$ cat config.mk
export PLATFORM = sky130hd
export DESIGN_NAME = branch_ctrl
export DESIGN_NICKNAME = d
export VERILOG_FILES = /design/src/rtl/branch_ctrl.sv
export SDC_FILE = /design/constraint.sdc
export NUM_CORES = 1
export LEC_CHECK = 0
export CAP_MARGIN = 20
export CORE_ASPECT_RATIO = 1.4
export CORE_UTILIZATION = 45
export DETAILED_ROUTE_END_ITERATION = 8
export DONT_BUFFER_PORTS = 1
export GPL_TIMING_DRIVEN = 0
export HOLD_SLACK_MARGIN = 0.02
export PLACE_DENSITY = 0.58
export SLEW_MARGIN = 40
export SYNTH_ARGS = -nofsm -noshare
export SYNTH_HDL_FRONTEND = slang
export SYNTH_SLANG_ARGS = --single-unit
$ cat constraint.sdc
create_clock -name clk -period 5.9 [get_ports clk]
set_input_delay 0.59 -clock clk [delete_from_list [all_inputs] [get_ports clk]]
set_output_delay 0.59 -clock clk [all_outputs]
set_load 0.01 [all_outputs]
$ cat src/rtl/branch_ctrl.sv
// Branch resolution for the ID stage: decides taken/not-taken, then drives a
// one-shot registered PC redirect plus IF/ID flush, and counts branches.
module branch_ctrl (
  input  logic        clk,
  input  logic        rst,
  input  logic        stall,
  input  logic        id_valid,
  input  logic        is_branch,
  input  logic [1:0]  jorb,
  input  logic [15:0] src_val,
  input  logic [15:0] id_pc,
  input  logic [15:0] imm,
  output logic        redirect,
  output logic [15:0] pc_target,
  output logic        flush_ifid,
  output logic [15:0] branch_cnt,
  output logic [15:0] taken_cnt
);

  typedef enum logic {
    S_IDLE     = 1'b0,
    S_REDIRECT = 1'b1
  } state_e;

  localparam logic [1:0] JORB_B    = 2'b00;
  localparam logic [1:0] JORB_JR   = 2'b01;
  localparam logic [1:0] JORB_BEQZ = 2'b10;
  localparam logic [1:0] JORB_BNEZ = 2'b11;

  state_e      state_q, state_d;
  logic [15:0] target_q, target_d;
  logic [15:0] branch_cnt_q, branch_cnt_d;
  logic [15:0] taken_cnt_q, taken_cnt_d;

  logic        accept;
  logic        src_zero;
  logic        taken;
  logic [15:0] br_target;

  // Decision logic: a branch is only looked at while IDLE, so a branch
  // sitting in the delay slot during REDIRECT is ignored.
  always_comb begin
    accept   = (state_q == S_IDLE) & id_valid & is_branch & ~stall;
    src_zero = (src_val == 16'h0000);
    taken    = 1'b0;
    unique case (jorb)
      JORB_B:    taken = 1'b1;
      JORB_JR:   taken = 1'b1;
      JORB_BEQZ: taken = src_zero;
      JORB_BNEZ: taken = ~src_zero;
      default:   taken = 1'b0;
    endcase
    if (jorb == JORB_JR) begin
      br_target = src_val;
    end else begin
      br_target = id_pc + imm;
    end
  end

  // State register
  always_ff @(posedge clk or posedge rst) begin
    if (rst) begin
      state_q      <= S_IDLE;
      target_q     <= 16'h0000;
      branch_cnt_q <= 16'h0000;
      taken_cnt_q  <= 16'h0000;
    end else begin
      state_q      <= state_d;
      target_q     <= target_d;
      branch_cnt_q <= branch_cnt_d;
      taken_cnt_q  <= taken_cnt_d;
    end
  end

  // Next-state logic; target and counters change only on an accepted branch.
  always_comb begin
    state_d      = state_q;
    target_d     = target_q;
    branch_cnt_d = branch_cnt_q;
    taken_cnt_d  = taken_cnt_q;
    unique case (state_q)
      S_IDLE: begin
        if (accept) begin
          if (branch_cnt_q != 16'hFFFF) begin
            branch_cnt_d = branch_cnt_q + 16'd1;
          end
          if (taken) begin
            state_d  = S_REDIRECT;
            target_d = br_target;
            if (taken_cnt_q != 16'hFFFF) begin
              taken_cnt_d = taken_cnt_q + 16'd1;
            end
          end
        end
      end
      S_REDIRECT: begin
        if (!stall) begin
          state_d = S_IDLE;
        end
      end
      default: state_d = S_IDLE;
    endcase
  end

  // Outputs are pure decodes of registered state, so reset clears them at once.
  always_comb begin
    redirect   = (state_q == S_REDIRECT);
    flush_ifid = (state_q == S_REDIRECT);
    pc_target  = target_q;
    branch_cnt = branch_cnt_q;
    taken_cnt  = taken_cnt_q;
  end

endmodule

## Word level (Yosys, flattened, before mapping)

Cells that the tools add are included.

- Bitwise operators: 6
- Equal/unequal tests: 5
- Reduce and logical (&&, ||, !) cells: 6
- Muxes and demuxes: 6
- $add $sub $neg: 3

Operator list:

| cell | number |
|---|---|
| 16-bit by 1-bit adder with 16-bit output, second input constant | 2 |
| 16-bit inequality test, second input constant | 2 |
| 16-bit adder | 1 |
| 16-bit zero test | 1 |
| 16-bit two-way mux | 1 |
| 3-bit AND reduction | 2 |
| 2-bit == test, second input constant | 2 |
| 4-bit AND reduction | 1 |
| 1-bit bitwise AND | 3 |
| 1-bit two-way mux | 3 |
| 1-bit NOT | 3 |
| 1-bit one-hot mux with 3 select lines | 1 |
| 2-bit by 1-bit == test with 1-bit output, second input constant | 1 |
| 2-bit zero test | 1 |
| 1-bit one-hot mux with 2 select lines | 1 |
| 2-bit OR reduction | 1 |

- Bits in registers: 49
- Output and inout port bits: 50

## Depth between registers and ports, before layout

Gate-level depths: netlist (run 1).

- Word-level depth: 6
- Mapped depth: 8
- Gate-level depth less buffers: 8

## Least setup slack after synthesis (run 1)

OpenSTA, ideal clock, no wires.

- Kind: input to register
- Start point: input id_pc[0]
- End point: register target_q[10], in the netlist pc_target[10]
- Stages on the path: 8
- Data arrival time: 2.223 ns
- Slack: 3.551 ns
- Setup time: 0.126 ns
- Data required time: 5.774 ns
- Path through: ha_1 > fa_1 > a21o_1 > a21oi_1 > o21ai_0 > o211ai_1 > xnor2_1 > a221o_1

- Longest elaborated chain between the ends: 2

Ends and longest elaborated chain:

| element | line | source |
|---|---|---|
| start: declaration | 11 | `input logic [15:0] id_pc,` |
| 16-bit adder | 56 | `br_target = id_pc + imm;` |
| 16-bit two-way mux | 53 | `if (jorb == JORB_JR) begin` |
| end signal: assignment | 69 | `target_q <= target_d;` |
| end: declaration | 31 | `logic [15:0] target_q, target_d;` |

No other way between the ends.
A chain may end at the register's enable or synchronous reset.

## Final worst setup path (run 1)

- Start point: input id_pc[10]
- End point: register target_q[15], in the netlist pc_target[15]

The elaborated chain is that of the path after synthesis.

==> summary.md, run 1 <==
| Metric | Value |
|---|---|
| Area of the multi-input gates | `between 1500 and 2000 um2` |
| Per-cell routed wire length | `roughly 17 um` |
| Least-Margin Pin Slew | `slightly below 600 ps` |
| Placeable Area | `between 6000 and 7000 um2` |
| Synth-to-layout area growth | `7.046%` |
| Slew HR | `between 60% and 70%` |
| Syn Area/Cell | `9.274 um2` |
| Row cnt | `35` |
| Reg2reg setup slack | `3720 ps` |
| CP Class | `in -> reg` |
| Worst-skew pair later-pin latency | `roughly 300 ps` |
| Setup TNS | `0 ps` |
| Placed wire-length estimate | `5.909 mm` |
| First-pass GRT wire length | `between 10 and 15 mm` |
| Share of cells above drive strength 1 | `around 5.8%` |
| Cells after synthesis | `between 300 and 400` |
| Post-CTS sizing | `0` |
| Syn Nets | `410` |
| Synth Area in Simple Gates | `between 20 and 25%` |
| Fin cells | `438` |
| Vias in the first global route | `roughly 2500` |
| Post-synthesis mux area share | `~1.0%` |
| Total wire length | `about 7.4 mm` |
| Post-synth top flop | `dfrtp_1` |
| N_diodes | `0` |
| Adder-cell share of the synthesized area | `7.446%` |
| Initial detailed-routing violation count | `51` |
| Yosys top cell area share | `between 30% and 40%` |
| Effective utilization at floorplan | `roughly 47%` |
| Fillers | `about 650` |
| RSZ-0062 raised after global routing | `no` |
| Pleak | `roughly 0.0014 uW` |
| Post-CTS setup buffers | `0` |
| Crit end category | `register` |
| Ys Warns | `0` |
| Worst Skew | `12.19 ps` |
| DRC violations left | `0` |
| Post-place setup slack | `3057 ps` |
| Setup crit start | `id_pc[10]` |
| DR pass1 iterations | `4` |
| Distinct cells, synth | `50` |
| Endpoints failing hold | `0` |
| Critical Path Start Type | `input port` |
| Clock Sinks | `49` |
| Max-cap violation count | `0` |
| Sequential share of the synthesized area | `39.23%` |
| Via density | `around 5.8` |
| Final worst-path cycle share | `between 40 and 50%` |
| Via count | `approximately 2500` |
| Hold-fix buffers, CTS | `0` |
| Post-synth EDFFs | `0` |
| Placed inst area | `3263 um2` |
| Largest net degree at the start of global routing | `37` |
| Syn Std Cell Area | `~3100 um2` |
| Pwr Density | `257.6 nW/um2` |
| Placed insts | `between 400 and 500` |
| NumNets Final | `between 400 and 500` |
| Ys async rst share | `between 90% and 100%` |
| Synth Area in XOR/XNOR | `10.65%` |
| Clock transition at path regs | `roughly 90 ps` |
| Setup violators final | `0` |
| Area fraction in compound gates after synthesis | `between 15 and 20%` |
| Dominant combinational cell family by area after synthesis | `simple AND/OR/NAND/NOR gates` |
| Post-route worst setup slack | `between 3000 and 4000 ps` |
| Critical path data required time | `roughly 6100 ps` |
| I/O pins | `approximately 110` |
| Die width | `slightly above 70 um` |
| Synthesized flop and latch total | `between 40 and 50` |
| GR Overflow Total | `0` |
| Max Slew Vio Count | `0` |
| I/O Buffers | `0` |
| Peak VDD IR | `around 95 uV` |
| H-tree levels | `2` |
| Status | `complete, no violations` |
| F_max | `0.3989 GHz` |
| Die Ht | `100.6 um` |
| R2r startpoint | `flush_ifid` |
| Area leader, netlist | `dfrtp_1` |
| Leading post-synthesis cells by cell area | `dfrtp_1 (39%), xnor2_1 (7.6%), ha_1 (6.8%)` |
| CTS tree | `built` |
| Gr usage total | `a little over a fifth` |
| Antenna viol nets, final | `0` |
| Final GP Congestion | `approximately 0.80` |
| Final min period | `around 2500 ps` |
| Initial antenna violation count | `0` |
| Reg area | `between 1000 and 1500 um2` |
| Clock tree root driver cell | `clkbuf_8` |
| Finished layout cell area | `3346 um2` |
| Total CTS buffers | `5` |
| Hold Path Class | `in -> async` |
| Die area | `approximately 7300 um2` |
| Worst-path maximum fanout | `7` |
| Maximum buffer depth of the clock tree | `2` |
| Arr. time, crit path | `roughly 2700 ps` |
-- cells in the mapped netlist (2+ instances only) --
cell type  instances
and2_1             2
nor2_1            25
a21boi_0           2
o211ai_1           4
mux2_2             2
nand3_1           15
a21oi_1           20
nor4_1             6
and3_1            12
dfrtp_1           49
and4_1             4
o22ai_1            3
or3_1              5
xnor2_1           27
nand2_1           43
a31oi_1           12
clkbuf_1           6
inv_1              6
a211o_1            2
nor2b_1            4
nand2b_1           2
o21ai_0           11
ha_1              17
o21a_1             2
nand4_1           11
nor3_1             6
a221o_1            2
a21o_1             5
xor2_1            11
-- cell usage in the layout, fill, tap and decap left out, types with 3 or more instances in the layout --
cell,n
and4_1,4
clkbuf_8,5
dfrtp_1,49
nor3_1,6
o22ai_1,3
and3_1,12
xor2_1,11
nand2_1,43
a21o_1,5
nor4_1,6
clkbuf_1,7
inv_1,5
o21ai_0,11
a21oi_1,20
or3_1,5
nand3_1,15
nand4_1,11
xnor2_1,27
o211ai_1,4
a31oi_1,12
nor2b_1,4
ha_1,17
nor2_1,25
-- report_power, final --
group / total [uW] / internal [uW] / switching, uW
Clock: 192 / 82.4 / 110
Sequential: 480 / 390 / 89.6
Combinational: 190 / 86.1 / 104
-- flip-flops by register name, indices dropped and copies added, names as in the netlist --
signal,flops
pc_target,16
branch_cnt,16
flush_ifid,1
taken_cnt,16
-- routing by layer --
metal / part of all wire [%] / up-vias / GRT usage, %
met4: 2.0 / 0 / 8.597
met3: 6.6 / 11 / 5.100
met1: 38 / 1190 / 22.52
met5: 0 / - / 0
met2: 53 / 73 / 38.82
li1: - / 1245 / -
-- metrics by stage --
stage	util, %	hold slack [ps]	power (uW)
6_report	50.26	58.61	862.0
2_1_floorplan	-	516.2	621.9
3_5_place_dp	49.02	394.8	681.4
5_1_grt	50.26	50.63	926.4
4_1_cts	50.26	59.35	874.8
3_3_place_gp	48.68	537.9	671.9
-- kinds of logic (layout without fill, tap and decap cells) --
logic type / Yosys count / in the layout
DFF: 49 / 49
and+or+nand+nor: 140 / 140
adders and majority gates: 18 / 18
xor gates and xnor gates: 38 / 38
muxes: 3 / 3
buffers and inverters: 14 / 23
AOI/OAI and AO/OA: 75 / 75
-- area by class of cell --
class | instances | share of cell area, %
buffer | 8 | 1.047
clock inverter | 2 | 0.2992
clock buffer | 6 | 2.169
multi-input combinational | 274 | 55.05
inverter | 6 | 0.7479
tap | 92 | 3.441
timing repair buffer | 1 | 0.5984
sequential | 49 | 36.65
-- worst max-delay path: stages --
cell and delay [ps]:
ha_1 250, clkbuf_1 230, nand2_1 200, or3_1 400, a21oi_1 250, nor3_1 100
nor4_1 490, o211ai_1 160
-- final timing paths --
kind / cells past startpoint / to
worst max-delay path: 8 / pc_target[15]
worst min-delay path: 1 / branch_cnt[14]
worst max register to register: 4 / pc_target[6]
worst min register to register: 1 / taken_cnt[9]
max in group asynchronous: 2 / branch_cnt[0]
min in group clk: 2 / flush_ifid
Note: power is estimated with default switching activity, not from simulation.
==> run 2, diff against run 1 <==
- clock period: 5.9 -> 2.4 ns (I/O delays scaled with it)
==> summary.md, run 2 (synthesized netlist as in run 1, its figures left out) <==
| Metric | Value |
|---|---|
| Arr. time, crit path | `2330 ps (-340 ps)` |
| Clk pwr share | `22.3% (about the same)` |
| Worst-skew pair later-pin latency | `300 ps (about the same)` |
| Pleak | `0.001447 uW (+0.42%)` |
| Critical path data required time | `2550 ps (-3520 ps)` |
| Hold path cells | `2` |
| Hold Slack | `62.52 ps (+3.906 ps)` |
| Clock Sinks | `49 (unchanged)` |
| Crit end category | `register` |
| Finished layout cell area | `3363 um2 (+0.52%)` |
| Most frequent cells in the layout | `dfrtp_1 (49), nand2_1 (43), xnor2_1 (27)` |
| Setup violators final | `0 (unchanged)` |
| GR Overflow Total | `0 (unchanged)` |
| Antenna viol nets, final | `0 (unchanged)` |
| Share of cells above drive strength 1 | `6.052% (+0.27 points)` |
| DR pass1 iterations | `4 (unchanged)` |
| Via count | `2520 (+0.040%)` |
| Largest net degree at the start of global routing | `37 (unchanged)` |
| Placeable Area | `6656 um2 (unchanged)` |
| Initial detailed-routing violation count | `64 (+25%)` |
| Final min period | `between 2000 and 2500 ps` |
| Placed inst area | `3263 um2 (unchanged)` |
| Fin cells | `439 (+0.23%)` |
| Core Util, Final | `50.53% (+0.26 points)` |
| Maximum buffer depth of the clock tree | `2 (unchanged)` |
| Effective utilization at floorplan | `46.95% (unchanged)` |
| Die area | `7288 um2 (unchanged)` |
| P_sw | `746.1 uW (+150%)` |
| N_diodes | `0 (unchanged)` |
| Worst Skew | `12.01 ps (-0.1818 ps)` |
| F_max | `approximately 0.46 GHz` |
| I/O Buffers | `0 (unchanged)` |
| Die Ht | `100.6 um (unchanged)` |
| I/O pins | `105 (unchanged)` |
| RSZ-0062 raised after global routing | `no` |
| Synth-to-layout area growth | `7.606%` |
| Peak VDD IR | `234.1 uV (+150%)` |
| Total wire length | `7.402 mm (about the same)` |
| Max Slew Vio Count | `0 (unchanged)` |
| Vias in the first global route | `2484 (+0.49%)` |
| Internal power | `1374 uW (+150%)` |
| Least-Margin Pin Slew | `529.4 ps (-65.49 ps)` |
| Die width | `72.44 um (unchanged)` |
| DRC violations left | `0 (unchanged)` |
| Total Power | `2121 uW (+150%)` |
| Total CTS buffers | `5 (unchanged)` |
| Clock tree root driver cell | `clkbuf_8` |
| Worst R2R Path Depth | `4 (unchanged)` |
| Placed wire-length estimate | `5.909 mm (unchanged)` |
| Pwr Density | `630.5 nW/um2 (+140%)` |
| H-tree levels | `2 (unchanged)` |
| Commonest non-fill, non-tap cell in the layout | `dfrtp_1` |
| Worst-path maximum fanout | `10 (+3)` |
| Sequential share of power | `55.6% (about the same)` |
| Status | `complete, no violations` |
| Endpoints failing hold | `0 (unchanged)` |
| Max-cap violation count | `0 (unchanged)` |
| Comb pwr share | `22.1% (about the same)` |
| Via density | `5.740 (-0.19%)` |
| Per-cell routed wire length | `16.86 um (-0.32%)` |
| Sw frac | `35.18% (about the same)` |
| Slew HR | `64.59% (+4.4 points)` |
| Final GP Congestion | `0.7982 (unchanged)` |
| Initial antenna violation count | `0 (unchanged)` |
| CTS tree | `built` |
| Row cnt | `35 (unchanged)` |
| Placed insts | `430 (unchanged)` |
| Critical Path Start Type | `register` |
| Hold Path Class | `in -> reg` |
| Clock transition at path regs | `90 ps (about the same)` |
| First-pass GRT wire length | `12.05 mm (+0.23%)` |
| Gr usage total | `21.09% (+0.042 points)` |
| NumNets Final | `419 (+0.24%)` |
| Final worst-path cycle share | `between 90% and 100%` |
| Post-CTS setup buffers | `0 (unchanged)` |
| CP Class | `reg -> reg` |
run 2: cell type report:
type	count	area [um2]
clock inverter	2	10.01
buffer	8	35.03
multi-input combinational	274	1849
clock buffer	6	72.57
sequential	49	1226
inverter	6	25.02
fill	651	3293
tap	92	115.1
timing repair buffer	2	30.03
run 2: what timing repair did:
| item | 4_1_cts | 5_1_grt |
|---|---|---|
| hold buffers | 1 | 0 |
| gates resized for setup | 0 | 1 |
| endpoints found under the hold margin | 49 | 0 |
| setup endpoints to repair | 0 | 6 |
run 2: stage by stage:
step | setup TNS, ps | setup slack (ps)
after detailed placement | -473.9 | -92.64
after CTS | 0 | 197.7
after global routing | 0 | 42.35
final | 0 | 219.0
after floorplan | 0 | 401.5
after global placement | -466.7 | -82.24
run 2: worst paths after layout:
path / start / end / slack [ps]
min in group asynchronous: rst / branch_cnt[14] / 320
max: flush_ifid / pc_target[6] / 220
min: stall / flush_ifid / 60
max in group asynchronous: rst / branch_cnt[0] / 1650
max reg2reg: flush_ifid / pc_target[6] / 220
min reg2reg: taken_cnt[9] / taken_cnt[9] / 550
run 2: routing by layer:
| layer | part of all wire [%] | vias up | GRT usage [%] |
|---|---|---|---|
| met1 | 38 | 1187 | 22.52 |
| li1 | - | 1247 | - |
| met3 | 6.5 | 12 | 5.100 |
| met4 | 2.0 | 0 | 8.597 |
| met2 | 53 | 74 | 38.96 |
| met5 | 0 | - | 0 |
run 2: power groups by stage:
stage	Combinational [uW]	Clock [uW]	Sequential, uW
floorplan	385	0	1140
global placement	455	0	1200
detailed placement	472	0	1200
CTS	476	490	1190
global route	547	529	1200
finish	469	473	1180
run 2: critical path, stage by stage, from the launching register on:
cell,delay (ps)
dfrtp_1,450
or4bb_1,680
a21oi_2,330
clkbuf_1,420
a31oi_1,150
==> run 3, diff against run 2 <==
- SKIP_LAST_GASP: unset -> 1
- SLEW_MARGIN: 40 -> unset
- clock period: 2.4 -> 2.6 ns (I/O delays scaled with it)
==> summary.md, run 3 (synthesized netlist as in run 1, its figures left out) <==
| Metric | Value |
|---|---|
| Hold Slack | `77.48 ps (+14.96 ps)` |
| Internal power | `1394 uW (+1.4%)` |
| CTS tree | `built` |
| Comb pwr share | `20.6% (-1.5 points)` |
| Worst Skew | `10.09 ps (-1.924 ps)` |
| N_diodes | `0 (unchanged)` |
| Share of cells above drive strength 1 | `6.052% (unchanged)` |
| GR Overflow Total | `0 (unchanged)` |
| Final min period | `around 2200 ps` |
| Clock Sinks | `49 (unchanged)` |
| NumNets Final | `419 (unchanged)` |
| Sequential share of power | `52.1% (-3.5 points)` |
| Pwr Density | `616.6 nW/um2 (-2.2%)` |
| Peak VDD IR | `218.6 uV (-6.6%)` |
| First-pass GRT wire length | `12.05 mm (unchanged)` |
| DRC violations left | `0 (unchanged)` |
| Worst-skew pair later-pin latency | `300 ps (about the same)` |
| RSZ-0062 raised after global routing | `no` |
| Placed wire-length estimate | `5.910 mm (about the same)` |
| I/O pins | `105 (unchanged)` |
| Effective utilization at floorplan | `46.95% (unchanged)` |
| Post-place setup slack | `100.5 ps (+193.1 ps)` |
| Slew HR | `59.61% (-5.0 points)` |
| Clk pwr share | `27.3% (+5.0 points)` |
| Crit end category | `register` |
| Reg2reg setup slack | `440 ps (+220 ps)` |
| Die width | `72.44 um (unchanged)` |
| F_max | `0.4539 GHz` |
| CP Class | `in -> reg` |
| Least-Margin Pin Slew | `603.8 ps (+74.45 ps)` |
| Worst flop-to-flop path endpoint | `pc_target[6]` |
| Gr usage total | `20.96% (-0.13 points)` |
| Die area | `7288 um2 (unchanged)` |
| Status | `complete, no violations` |
| Worst-path maximum fanout | `7 (-3)` |
| Maximum buffer depth of the clock tree | `2 (unchanged)` |
| Initial detailed-routing violation count | `80 (+25%)` |
| Setup TNS | `0 ps (unchanged)` |
| Worst Hold End | `flush_ifid` |
| H-tree levels | `2 (unchanged)` |
| Per-cell routed wire length | `16.86 um (about the same)` |
| Sw frac | `33.33% (-1.9 points)` |
| Via density | `5.774 (+0.60%)` |
| DR pass1 iterations | `4 (unchanged)` |
| Post-CTS sizing | `0 (unchanged)` |
| Vias in the first global route | `2512 (+1.1%)` |
| Hold Path Class | `in -> reg` |
| Initial antenna violation count | `0 (unchanged)` |
| R2r startpoint | `flush_ifid` |
| Hold Path Origin | `stall` |
| Hold path cells | `2 (unchanged)` |
| Largest net degree at the start of global routing | `37 (unchanged)` |
| Total CTS buffers | `5 (unchanged)` |
| Post-route worst setup slack | `397.0 ps (+178.0 ps)` |
| Critical Path Start Type | `input port` |
| Antenna viol nets, final | `0 (unchanged)` |
| Critical path data required time | `2770 ps (+220 ps)` |
| Final GP Congestion | `0.7982 (unchanged)` |
| Max Slew Vio Count | `0 (unchanged)` |
| P_sw | `696.8 uW (-6.6%)` |
| Endpoints failing hold | `0 (unchanged)` |
| Most frequent cells in the layout | `dfrtp_1 (49), nand2_1 (43), xnor2_1 (27)` |
| Synth-to-layout area growth | `8.487%` |
| I/O Buffers | `0 (unchanged)` |
| Worst R2R Path Depth | `4 (unchanged)` |
| Setup crit start | `id_pc[10]` |
| Placeable Area | `6656 um2 (unchanged)` |
| Max-cap violation count | `0 (unchanged)` |
| Total wire length | `7.400 mm (about the same)` |
| Setup violators final | `0 (unchanged)` |
| Row cnt | `35 (unchanged)` |
| Clock transition at path regs | `90 ps (about the same)` |
| Via count | `2535 (+0.60%)` |
| Clock tree root driver cell | `clkbuf_8` |
| Final worst-path cycle share | `84.73%` |
| Arr. time, crit path | `2370 ps (+40 ps)` |
| Commonest non-fill, non-tap cell in the layout | `dfrtp_1` |
| Pleak | `0.001457 uW (+0.72%)` |
| Die Ht | `100.6 um (unchanged)` |
[run 3: cell types whose count changed in the layout (fill, tap and decap cells not counted), sizes merged]
cell | before | now
clkinvlp | 0 | 1
bufinv | 0 | 1
clkinv | 2 | 0
[run 3: power by group through the flow]
| stage | clock [uW] | combinational, uW | sequential, uW |
|---|---|---|---|
| floorplan | 0 | 356 | 1060 |
| global placement | 0 | 420 | 1110 |
| CTS | 588 | 437 | 1100 |
| finish | 570 | 431 | 1090 |
| detailed placement | 0 | 434 | 1110 |
| global route | 624 | 502 | 1110 |
[run 3: how the worst max path moves through the flow]
stage | end | slack, ps | cells past startpoint
floorplan | pc_target[10] | 580 | 8
global placement | pc_target[4] | 100 | 6
detailed placement | pc_target[2] | 100 | 6
CTS | pc_target[1] | 410 | 4
global route | pc_target[4] | 130 | 6
finish | pc_target[15] | 400 | 8
[run 3: final cells by class]
cell class	count	area (um2)
buffer	8	35.03
timing repair buffer	2	30.03
clock inverter	2	37.54
fill	662	3266
multi-input combinational	274	1842
inverter	6	22.52
tap	92	115.1
clock buffer	6	82.58
sequential	49	1226
[run 3: timing repair]
action	in CTS	in global routing
hold buffers	1	0
endpoints found under the hold margin	13	0
buffers inserted	0	0
[run 3: through the flow]
stage          std cells  total power, uW  util (%)  cell area (um2)
2_1_floorplan        337             1411         -             3126
3_5_place_dp         430             1546     48.99             3261
3_3_place_gp         429             1525     48.68             3241
4_1_cts              439             2121     50.94             3391
6_report             439             2091     50.94             3391
5_1_grt              439             2237     50.94             3391
[run 3: per-layer routing]
metal	wire length [um]	vias up	track usage, %
met5	0	-	0
met3	470	16	5.000
met1	2791	1197	22.50
met4	200	0	8.446
met2	3938	75	38.68
li1	-	1247	-
[run 3: critical path: stages]
cell and delay (ps):
ha_1 250, clkbuf_1 230, nand2_1 200, or3_1 410, a21oi_1 280, nor3_1 100
nor4_1 480, o211ai_1 160
